==> config.mk <==
export PLATFORM = sky130hd
export DESIGN_NAME = hlsm_sched_param
export DESIGN_NICKNAME = d
export VERILOG_FILES = /design/src/rtl/hlsm_sched_param.sv
export SDC_FILE = /design/constraint.sdc
export NUM_CORES = 1
export LEC_CHECK = 0
export CAP_MARGIN = 25
export CORE_MARGIN = 1
export CORE_UTILIZATION = 40
export DETAILED_ROUTE_END_ITERATION = 10
export HOLD_SLACK_MARGIN = 0.03
export MAX_ROUTING_LAYER = met4
export SLEW_MARGIN = 40
export SYNTH_ARGS = -nofsm -noshare
export SYNTH_HDL_FRONTEND = slang
export SYNTH_SLANG_ARGS = --single-unit
==> constraint.sdc <==
create_clock -name Clk -period 18 [get_ports Clk]
set_input_delay 2.7 -clock Clk [delete_from_list [all_inputs] [get_ports Clk]]
set_output_delay 2.7 -clock Clk [all_outputs]
set_load 0.05 [all_outputs]
==> src/rtl/hlsm_sched_param.sv <==
// hlsm_sched_param: parametrised multi-cycle scheduled datapath.
// Computes d=a+b, e=a+c, f=a-b, eq=(d==e), lt=(d<e),
// g=lt?d:e, h=eq?g:f, x=g<<lt, z=h>>eq (arithmetic if ARITH_SHR).
// Schedule: IDLE -> CALC -> CMP -> WAIT(xWAIT_CYCLES) -> SEL -> OUT -> IDLE.
// Ports:
//   Clk      rising-edge clock
//   Rst      asynchronous reset, active-high
//   Start    job request, sampled only in IDLE
//   a,b,c    signed operands, latched with an accepted Start
//   Busy     high while not IDLE (decoded from state)
//   Done     one-cycle pulse when x,z carry a new result
//   x,z      registered signed results
module hlsm_sched_param #(
    parameter int unsigned DATAWIDTH   = 32,
    parameter int unsigned WAIT_CYCLES = 5,
    parameter int unsigned ARITH_SHR   = 1
) (
    input  logic                        Clk,
    input  logic                        Rst,
    input  logic                        Start,
    input  logic signed [DATAWIDTH-1:0] a,
    input  logic signed [DATAWIDTH-1:0] b,
    input  logic signed [DATAWIDTH-1:0] c,
    output logic                        Busy,
    output logic                        Done,
    output logic signed [DATAWIDTH-1:0] x,
    output logic signed [DATAWIDTH-1:0] z
);

    localparam int unsigned CW        = 8;
    localparam int unsigned WAIT_INIT = (WAIT_CYCLES > 0) ? (WAIT_CYCLES - 1) : 0;

    typedef enum logic [2:0] {
        S_IDLE = 3'd0,
        S_CALC = 3'd1,
        S_CMP  = 3'd2,
        S_WAIT = 3'd3,
        S_SEL  = 3'd4,
        S_OUT  = 3'd5
    } state_t;

    state_t state, state_n;

    logic signed [DATAWIDTH-1:0] ra, rb, rc;
    logic signed [DATAWIDTH-1:0] d, e, f, g;
    logic                        eq, lt;
    logic [CW-1:0]               cnt;

    logic signed [DATAWIDTH-1:0] h_c;
    logic signed [DATAWIDTH-1:0] x_n;
    logic signed [DATAWIDTH-1:0] z_n;

    // State register
    always_ff @(posedge Clk or posedge Rst) begin
        if (Rst) state <= S_IDLE;
        else     state <= state_n;
    end

    // Next-state logic; unused encodings fall back to IDLE
    always_comb begin
        state_n = state;
        case (state)
            S_IDLE: if (Start) state_n = S_CALC;
            S_CALC: state_n = S_CMP;
            S_CMP:  state_n = (WAIT_CYCLES == 0) ? S_SEL : S_WAIT;
            S_WAIT: if (cnt == '0) state_n = S_SEL;
            S_SEL:  state_n = S_OUT;
            S_OUT:  state_n = S_IDLE;
            default: state_n = S_IDLE;
        endcase
    end

    assign Busy = (state != S_IDLE);

    // Result-stage combinational terms
    always_comb begin
        h_c = eq ? g : f;
        x_n = g << lt;
        z_n = (ARITH_SHR != 0) ? (h_c >>> eq) : (h_c >> eq);
    end

    // Datapath registers, each updated only in its scheduled state
    always_ff @(posedge Clk or posedge Rst) begin
        if (Rst) begin
            ra   <= '0;
            rb   <= '0;
            rc   <= '0;
            d    <= '0;
            e    <= '0;
            f    <= '0;
            g    <= '0;
            eq   <= 1'b0;
            lt   <= 1'b0;
            cnt  <= '0;
            x    <= '0;
            z    <= '0;
            Done <= 1'b0;
        end else begin
            Done <= 1'b0;
            case (state)
                S_IDLE: begin
                    if (Start) begin
                        ra <= a;
                        rb <= b;
                        rc <= c;
                    end
                end
                S_CALC: begin
                    d <= ra + rb;
                    e <= ra + rc;
                    f <= ra - rb;
                end
                S_CMP: begin
                    eq  <= (d == e);
                    lt  <= (d < e);
                    cnt <= CW'(WAIT_INIT);
                end
                S_WAIT: begin
                    if (cnt != '0) cnt <= cnt - CW'(1);
                end
                S_SEL: begin
                    g <= lt ? d : e;
                end
                S_OUT: begin
                    x    <= x_n;
                    z    <= z_n;
                    Done <= 1'b1;
                end
                default: ;
            endcase
        end
    end

endmodule

* After elaboration in Yosys (flattened, before gate mapping)
Cells that the tools add are included.
W data, S select, Z words.
** Word-level totals
- Output and inout bits :: 66
- Word-level logic and storage cells :: 46
- Bits of input ports :: 99
- Bits in registers :: 302
** Operators by class
- $add $sub $neg :: 4
- Eq/ne operators :: 9
- Shift operators :: 2
- $lt $le $gt $ge :: 1
- Muxes and demuxes :: 8
- Reductions and logical operators :: 8
** Operator list (number)
- $add A32 B32 Y32 :: 2
- $mux W32 :: 2
- $eq A32 B32 Y1 :: 1
- $lt A32 B32 Y1 :: 1
- $shl A32 B1 Y32 :: 1
- $sshr A32 B1 Y32 :: 1
- $sub A32 B32 Y32 :: 1
- $pmux W8 S2 :: 1
- $pmux W3 S5 :: 1
- $logic_not A8 Y1 :: 1
- $mux W8 :: 1
- $reduce_bool A8 Y1 :: 1
- $sub A8 B1 Y8 const B :: 1
- $eq A3 B2 Y1 const B :: 2
- $eq A3 B3 Y1 const B :: 2
- $mux W3 :: 2
- $ne A2 B2 Y1 const B :: 3
- $reduce_and A2 Y1 :: 3
- $eq A3 B1 Y1 const B :: 1
- $logic_not A3 Y1 :: 1
- $reduce_bool A3 Y1 :: 1
- $reduce_bool A2 Y1 :: 1
- $mux W1 :: 1

* Depth between registers and ports, before layout
Gate-level depths: netlist of run 1.
- Word-level depth :: 3
- Mapped depth :: 13
- Gate-level depth less buffers :: 13

* Least setup slack after synthesis of run 1
Ideal clock, no wire load.
- Path kind :: input to register
- From :: in Start
- To :: reg ra[10]
- Arrival :: 3819 ps
- Stages on the path :: 5
- Buffers on the path :: 2
- Setup slack :: 14057 ps
- Setup time :: 125 ps
- Required time :: 17875 ps
- Cell sequence :: inv_1 nor2_1 clkbuf_1 clkbuf_1 mux2_2
** Between the ends
- Longest elaborated chain between the ends :: 1
** RTL lines
- start: declaration :: line 20 : input logic Start,
- $reduce_and A2 Y1 (no source line)
- end signal: assignment :: line 85 : ra <= '0;
- end signal: assignment :: line 103 : ra <= a;
- end: declaration :: line 44 : logic signed [DATAWIDTH-1:0] ra, rb, rc;
No other way between the ends.
A chain may end at the register's enable or synchronous reset.

* Worst setup path after layout of run 1
- From :: reg state[1]
- To :: out Busy
** Between the ends
- Longest elaborated chain between the ends :: 1
** RTL lines
- start: declaration :: line 42 : state_t state, state_n;
- start signal: assignment :: line 56 : else state <= state_n;
- $reduce_bool A3 Y1 :: line 73 : assign Busy = (state != S_IDLE);
- end: declaration :: line 24 : output logic Busy,
No other way between the ends.

==> metrics.md, run 1 <==
| Metric | Value |
|---|---|
| Crit path DAT | ~2.3 ns |
| DRC errors left | 0 |
| Largest net degree at the start of global routing | approximately 130 |
| Post-synth top area share | between 40% and 50% |
| Ant. Diodes | 0 |
| Post-synthesis sequential area ratio | between 40% and 50% |
| Cell taking the most area after synthesis | dfrtp_1 |
| NumNets Final | approximately 2200 |
| Via density | between 5 and 6 |
| Detailed Place HPWL | 34600 µm |
| CTS Hold Buffers Added | 0 |
| Synth area leaders | dfrtp_1, ha_1, o21ai_0, mux2i_1, nand2_1 |
| Critical path endpoint category | output pin |
| Synth cell types | roughly 70 |
| # clock sinks | roughly 300 |
| Period utilisation layout | around 28% |
| IO Pins | 165 |
| Worst Tran Pin Value | ~0.72 ns |
| Post-cts repair resize count | 0 |
| Req. time, crit path | 15.30 ns |
| Antenna violations before repair | 1 |
| Layout Skew | roughly 0.024 ns |
| Row cnt | 76 |
| Status | finished clean |
| Drt wl/cell | between 15 and 20 µm |
| Area grow syn2layout | 19.49% |
| Hold path start | x[21] |
| Post-Synthesis Cells | roughly 1900 |
| DIE WIDTH | roughly 210 µm |
| Synth cell count leaders | dfrtp_1, nand2_1, o21ai_0 |
| Chip height | 211.0 µm |
| Core area | ~43000 µm² |
| Max H-tree Level | 2 |
| Slew margin rel. | between 50% and 60% |
| Hold crit path type | reg2reg |
| Initial DRC Count | 820 |
| R2R depth | 11 |
| Hold path depth | 2 |
| Asr flop ratio synth | 100.0% |
| First-pass GRT wire length | approximately 72000 µm |
| Reg2reg end | e[26] |
| Flop-to-flop setup slack | approximately 14 ns |
| Share of cells above drive strength 1 | 7.968% |
| CTS tree | built |
| RSZ-0062 raised after global routing | false |
| Avg Inst Size Synth | approximately 9.4 µm² |
| Post CTS Setup Buffer Count | 0 |
| Drt total wl | 45380 µm |
| Count of flip-flops with a built-in enable after synthesis | 0 |
| Endpoint, Worst Hold | x[21] |
| Post-Syn Area | between 15000 and 20000 µm² |
| Crit-path max FO | 10 |
| Yosys reg bits | ~300 |
| Reg-to-reg startpoint | ra[0] |
| Clock Tree Root | clkbuf_16 |
| Ys flop type | dfrtp_1 |
| Fin Setup TNS | 0 ns |
| GRT Overall Usage | ~21% |
| Via count | around 14000 |
| Setup crit start kind | flop |
| Initial Utilization | 40.57% |
| Final GP Congestion | slightly below 0.9 |
| Min Tclk post-route | 4.984 ns |
| Longest Clk Path Bufs | 3 |
| Setup violations, final | 0 |
| Pre-Repair DR Iteration Count | 5 |
| ANT nets after route | 0 |
| Clk slew on worst S/H paths | approximately 0.060 ns |
| CTS buffer count | 34 |
| Worst slack, placed | ~13 ns |
| Post-Syn Nets | 2095 |
| Grt total ovfl | 0 |
| Vias in the first global route | 13002 |
| Top-count cell post-synth | dfrtp_1 |
| Worst Path Class, Setup | reg2out |
| Worst-Skew Late Latency | 0.55 ns |
| PortBufs | ~160 |
| Yosys warns | 0 |
| Max-cap violations | 0 |
| Final setup margin | approximately 13 ns |
| F_max | about 200 MHz |
| Die Area | ~45000 µm² |
| Max-slew violation count | 0 |
| Hold Vio Cnt, Final | 0 |
-- worst max path at each step --
| stage | start | end | slack, ns | depth (start not counted) |
|---|---|---|---|---|
| 2_1_floorplan | Rst | Done | 6.98 | 1 |
| 3_3_place_gp | Rst | ra[28] | 12.71 | 4 |
| 3_5_place_dp | Rst | ra[29] | 12.78 | 4 |
| 4_1_cts | state[1] | Busy | 12.98 | 2 |
| 5_1_grt | state[1] | Busy | 12.94 | 2 |
| 6_report | state[1] | Busy | 13.02 | 2 |
-- area by class of cell --
type / instances / area, µm²
multi-input cells: 1357 / 9179
inverters: 110 / 425.4
repair buffers: 180 / 1814
well taps: 585 / 732.0
clock buffers: 51 / 1016
clock inverters: 9 / 176.4
flip-flops and latches: 301 / 7540
fillers: 4113 / 22190
-- routing by layer --
layer	GRT usage [%]	up-vias	share of wire, %
met4	4.948	0	1.8
met3	3.152	56	5.0
met2	29.09	306	40
li1	-	6716	-
met1	33.04	6432	53
met5	-	-	0
-- placed cells by master, fill, tap and decap left out, drive strengths merged, types with 15 or more instances in the layout --
cell type,n
ha,127
mux2,66
nor3,16
nor2,102
xor2,25
inv,109
nand2b,15
clkbuf,51
a31oi,17
a21o,37
buf,16
a21oi,139
nand2,254
xnor2,59
o21bai,20
o21ai,218
mux2i,99
clkdlybuf4s50,164
dfrtp,301
nand3,17
-- registers in the layout, indices dropped and copies added (netlist names), 8 cells and up --
name  cells
cnt       8
d        32
e        32
f        31
g        32
ra       32
rb       32
rc       32
x        32
z        32
-- critical path: stages, from the launching register on --
cell and delay (ns):
dfrtp_1 0.49, or3_1 0.51, clkdlybuf4s50_1 0.74
-- through the flow --
stage	util (%)	instance area, µm²	cells	hold slack, ns
final	48.48	20880	2593	0.4762
after CTS	48.48	20880	2593	0.4842
after detailed placement	45.71	19690	2533	0.4703
after floorplan	-	17480	1866	0.4492
after global placement	45.47	19590	2528	0.4637
after global routing	48.48	20880	2593	0.4965
-- cells by family (layout without fill, tap and decap cells) --
| kind of cell | Yosys count | in the layout | share of synthesized area [%] |
|---|---|---|---|
| adder cells (fa/ha/maj) | 130 | 130 | 9.436 |
| flip-flops | 301 | 301 | 43.10 |
| buffers and inverters | 208 | 350 | 4.568 |
| AND/OR/NAND/NOR | 472 | 472 | 11.71 |
| XOR/XNOR | 84 | 84 | 4.210 |
| AO/OA/AOI/OAI | 506 | 506 | 17.05 |
| multiplexers | 165 | 165 | 9.923 |
Power of run 1 is left out: the tool's default activity adds up to more than one toggle a clock period on the data nets, which glitch-free logic cannot reach.
==> run 2: changes to the inputs <==
Clock period 18 ns to 4.8 ns, I/O delays scaled along.
==> metrics.md, run 2 (synthesis gave the netlist of run 1 again) <==
| Metric | Value |
|---|---|
| Status | finished clean |
| Worst Path Class, Setup | reg2reg |
| GRT Overall Usage | 21.88% (+0.45 points) |
| Pre-Repair DR Iteration Count | 5 (unchanged) |
| Die Area | 44530 µm² (unchanged) |
| Antenna violations before repair | 0 (-1) |
| Row cnt | 76 (unchanged) |
| Req. time, crit path | 5.20 ns (-10.10 ns) |
| Clk slew on worst S/H paths | 0.06 ns (about the same) |
| Ant. Diodes | 0 (unchanged) |
| Chip height | 211.0 µm (unchanged) |
| CP Buf/Inv Count | 0 (-1) |
| Met2 usage | 29.12% (about the same) |
| Max-slew violation count | 0 (unchanged) |
| Grt total ovfl | 0 (unchanged) |
| Gr busiest metal | met1 |
| NumNets Final | 2215 (+0.090%) |
| Cell area after layout | 20940 µm² (+0.26%) |
| Worst Tran Pin Value | 0.8300 ns (+0.1130 ns) |
| Setup violations, final | 0 (unchanged) |
| ANT nets after route | 0 (unchanged) |
| Max H-tree Level | 2 (unchanged) |
| Hold Vio Cnt, Final | 0 (unchanged) |
| Largest net degree at the start of global routing | 129 (-3.0%) |
| Final GP Congestion | 0.8875 (+2.3%) |
| RSZ-0062 raised after global routing | false |
| Multi-input gate area | 9173 µm² (about the same) |
| Most frequent cells in the layout | dfrtp_1, nand2_1, o21ai_0 |
| Core area | 43080 µm² (unchanged) |
| Filler cells | 4068 (-1.1%) |
| IO Pins | 165 (unchanged) |
| Drt wl/cell | 17.92 µm (+2.4%) |
| Max-cap violations | 0 (unchanged) |
| Share of cells above drive strength 1 | 8.300% (+0.33 points) |
| CP max stage delay | 0.41 ns (-0.33 ns) |
| Initial DRC Count | 768 (-6.3%) |
| CP max stage cell | fa_1 |
| Detailed Place HPWL | 35110 µm (+1.5%) |
| Worst path cell trace | ha_1, fa_1, a21oi_1, o21ai_1, a211o_1, a211o_1, a21oi_1, a41oi_1, a221oi_2, xor2_1, o21ai_1 |
| PortBufs | 164 (unchanged) |
| Min Hold Slack | 0.4765 ns (+0.0002920 ns) |
| Met1 Track Usage GR | 34.18% (+1.1 points) |
| Grt met3 use | 3.033% (-0.12 points) |
| Area grow syn2layout | 19.80% |
| F_max | 297.8 MHz |
| Crit path DAT | 3.76 ns (+1.48 ns) |
| Critical path endpoint category | flop |
| Placed inst area | 19680 µm² (about the same) |
| Worst-Skew Late Latency | 0.54 ns (about the same) |
| First-pass GRT wire length | 74150 µm (+2.5%) |
| Longest Clk Path Bufs | 3 (unchanged) |
| CTS buffer count | 35 (+2.9%) |
| CTS tree | built |
| DIE WIDTH | 211.0 µm (unchanged) |
| Slew margin rel. | 44.33% (-7.9 points) |
| CTS Hold Buffers Added | 0 (unchanged) |
| Layout Skew | 0.01452 ns (-0.009438 ns) |
| Via count | 13576 (+0.49%) |
| Fin Setup TNS | 0 ns (unchanged) |
| Commonest non-fill, non-tap cell in the layout | dfrtp_1 |
| # clock sinks | 301 (unchanged) |
| Period utilisation layout | between 60 and 70% |
| Min Tclk post-route | 3.358 ns |
| Post-cts repair resize count | 0 (unchanged) |
| DRC errors left | 0 (unchanged) |
| Crit-path max FO | 4 (-6) |
| Post CTS Setup Buffer Count | 0 (unchanged) |
| Register area | 7540 µm² (unchanged) |
| Clock Tree Root | clkbuf_16 |
| Initial Utilization | 40.57% (unchanged) |
| Drt total wl | 46530 µm (+2.5%) |
| CP delay by family, top | compound AO/OA/AOI/OAI gates |
| Setup crit start kind | flop |
| Via density | 5.228 (+0.33%) |
| Vias in the first global route | 13166 (+1.3%) |
| Hold crit path type | reg2reg |
-- run 2: final timing paths --
| kind | from | to | slack [ns] | cells past startpoint |
|---|---|---|---|---|
| max reg2reg | ra[0] | e[28] | 1.44 | 11 |
| min | x[16] | x[16] | 0.48 | 2 |
| min in group asynchronous | Rst | Done | 0.54 | 2 |
| min reg2reg | x[16] | x[16] | 0.48 | 2 |
| max in group asynchronous | Rst | rc[27] | 3.30 | 4 |
| max | ra[0] | e[28] | 1.44 | 11 |
-- run 2: worst register-to-register path, cell delays in order (launching register included) --
cell	delay, ns
dfrtp_1	0.40
ha_1	0.25
fa_1	0.41
a21oi_1	0.25
o21ai_1	0.20
a211o_1	0.36
a211o_1	0.33
a21oi_1	0.23
a41oi_1	0.24
a221oi_2	0.32
xor2_1	0.17
o21ai_1	0.07
-- run 2: final cells by class --
| type | count | share of cell area (%) |
|---|---|---|
| Inverter | 110 | 1.990 |
| Clock inverter | 11 | 0.7052 |
| Clock buffer | 52 | 5.163 |
| Multi-Input combinational cell | 1357 | 43.81 |
| Tap cell | 585 | 3.496 |
| Timing Repair Buffer | 181 | 8.821 |
| Sequential cell | 301 | 36.01 |
-- run 2: stage by stage --
step	instances	worst slack, ns	util (%)
after floorplan	1866	0.07896	-
after global placement	2531	1.549	45.57
after detailed placement	2533	1.451	45.69
after CTS	2596	1.434	48.54
after global routing	2597	1.075	48.60
final	2597	1.442	48.60
-- run 2: per-layer routing --
metal,wire length [µm],up-vias
li1,-,6729
met1,24870,6480
met2,18520,318
met3,2340,49
met4,792,0
met5,0,-
Power of run 2 is left out for the same reason.
==> run 3: changes to the inputs <==
Clock period 4.8 ns to 3.5 ns, I/O delays scaled along.
==> metrics.md, run 3 (synthesis gave the netlist of run 1 again) <==
| Metric | Value |
|---|---|
| Drt total wl | 45750 µm (-1.7%) |
| Pre-Repair DR Iteration Count | 5 (unchanged) |
| DRC errors left | 0 (unchanged) |
| Max H-tree Level | 2 (unchanged) |
| PortBufs | 164 (unchanged) |
| Reg2reg end | f[24] |
| Hold crit path type | in2async |
| Clock Tree Root | clkbuf_16 |
| Share of cells above drive strength 1 | 8.709% (+0.41 points) |
| Initial Utilization | 40.57% (unchanged) |
| Hold Vio Cnt, Final | 0 (unchanged) |
| Min Tclk post-route | 3.341 ns (-0.01735 ns) |
| Longest Clk Path Bufs | 3 (unchanged) |
| Grt total ovfl | 0 (unchanged) |
| Ant. Diodes | 0 (unchanged) |
| Flop-to-flop setup slack | 0.16 ns (-1.28 ns) |
| Setup crit start kind | flop |
| Worst Tran Pin Value | 0.7605 ns (-0.06951 ns) |
| Period utilisation layout | 95.46% (+25 points) |
| Max-cap violations | 0 (unchanged) |
| R2R depth | 13 (+2) |
| Register area | 7541 µm² (about the same) |
| Post CTS Setup Buffer Count | 0 (unchanged) |
| F_max | 299.3 MHz (+0.52%) |
| Clk slew on worst S/H paths | 0.06 ns (about the same) |
| Crit-path max FO | 4 (unchanged) |
| Via count | 13589 (+0.096%) |
| Detailed Place HPWL | 34760 µm (-1.0%) |
| Placed inst area | 19770 µm² (+0.44%) |
| Vias in the first global route | 13172 (+0.046%) |
| Crit path from | ra[0] |
| GRT Overall Usage | 21.57% (-0.30 points) |
| Worst-Skew Late Latency | 0.56 ns (+0.02 ns) |
| Slew margin rel. | 49.30% (+5.0 points) |
| Setup violations, final | 0 (unchanged) |
| Req. time, crit path | 3.91 ns (-1.29 ns) |
| Reg-to-reg startpoint | ra[0] |
| Initial DRC Count | 878 (+14%) |
| IO Pins | 165 (unchanged) |
| CTS tree | built |
| Min Hold Slack | 0.3516 ns (-0.1249 ns) |
| Chip height | 211.0 µm (unchanged) |
| Commonest non-fill, non-tap cell in the layout | dfrtp_1 |
| CP max stage cell | o31a_2 |
| Largest net degree at the start of global routing | 129 (unchanged) |
| Cell area after layout | 20980 µm² (+0.23%) |
| Drt wl/cell | 17.56 µm (-2.0%) |
| CTS buffer count | 36 (+2.9%) |
| Layout Skew | 0.01541 ns (+0.0008893 ns) |
| RSZ-0062 raised after global routing | true |
| Final GP Congestion | 0.8993 (+1.3%) |
| DIE WIDTH | 211.0 µm (unchanged) |
| First-pass GRT wire length | 73250 µm (-1.2%) |
| Most frequent cells in the layout | dfrtp_1, nand2_1, o21ai_0 |
| Multi-input gate area | 9186 µm² (+0.15%) |
| Critical path endpoint category | flop |
| Filler cells | 4100 (+0.79%) |
| Area grow syn2layout | 20.07% |
| ANT nets after route | 0 (unchanged) |
| Row cnt | 76 (unchanged) |
| Core area | 43080 µm² (unchanged) |
| Critical Path End | f[24] |
| Die Area | 44530 µm² (unchanged) |
| Worst path cell trace | inv_1, ha_1, fa_1, nand2b_1, a21o_1, a211oi_4, a211o_1, a31oi_2, o31a_2, o31a_1, a21oi_2, xnor2_1, o21ai_1 |
| Antenna violations before repair | 0 (unchanged) |
| # clock sinks | 301 (unchanged) |
| CP max stage delay | 0.46 ns (+0.05 ns) |
| Crit path DAT | 3.75 ns (about the same) |
| Status | finished clean |
| NumNets Final | 2225 (+0.45%) |
| Via density | 5.215 (-0.25%) |
| Max-slew violation count | 0 (unchanged) |
| Worst Path Class, Setup | reg2reg |
-- run 3: changes by cell type in the layout (fill, tap and decap cells not counted), moves of 2 or more --
cell,before,now
clkbuf_8,12,6
buf_4,10,20
buf_12,4,6
buf_6,2,0
clkbuf_1,4,6
-- run 3: final cells by class --
cell class                 instances  area share [%]
inverter                         110           1.986
timing repair buffer             190           9.111
tap                              585           3.488
sequential                       301           35.94
clock buffer                      48           4.794
clock inverter                    15          0.9063
multi-input combinational       1357           43.78
-- run 3: how the worst min path moves through the flow --
stage | slack [ns] | depth (start not counted) | endpoint | start
3_3_place_gp | 0.46 | 2 | f[27] | f[27]
2_1_floorplan | 0.45 | 2 | f[10] | f[10]
4_1_cts | 0.33 | 2 | Done | Rst
3_5_place_dp | 0.47 | 2 | x[30] | x[30]
6_report | 0.35 | 2 | Done | Rst
5_1_grt | 0.36 | 2 | Done | Rst
-- run 3: repair_timing --
| item | 4_1_cts | 5_1_grt |
|---|---|---|
| endpoints found under the setup margin | 0 | 6 |
| hold buffers | 0 | 0 |
| gates resized for setup | 0 | 4 |
-- run 3: layer usage --
layer / share of wire (%) / global-route usage [%] / up-vias
li1: - / - / 6759
met1: 54 / 33.42 / 6506
met2: 40 / 29.26 / 286
met3: 4.8 / 3.464 / 38
met4: 1.3 / 4.148 / 0
met5: 0 / - / -
-- run 3: through the flow --
step	setup TNS (ns)	setup WS [ns]	util [%]	instances
after global routing	-0.001545	-0.001545	48.71	2606
final	0	0.1589	48.71	2606
after floorplan	-308.84	-1.026	-	1866
after CTS	0	0.06505	48.66	2606
after global placement	0	0.2333	45.83	2542
after detailed placement	0	0.1174	45.89	2543
-- run 3: worst max-delay path, delay by kind of cell, from the launching register on --
kind            cells  cell delay (ns)
xor+xnor            1             0.13
fa+ha+maj           2             0.65
simple gates        1             0.19
buf+inv             1             0.07
flops               1             0.38
compound gates      8             1.78
Power of run 3 is left out for the same reason.
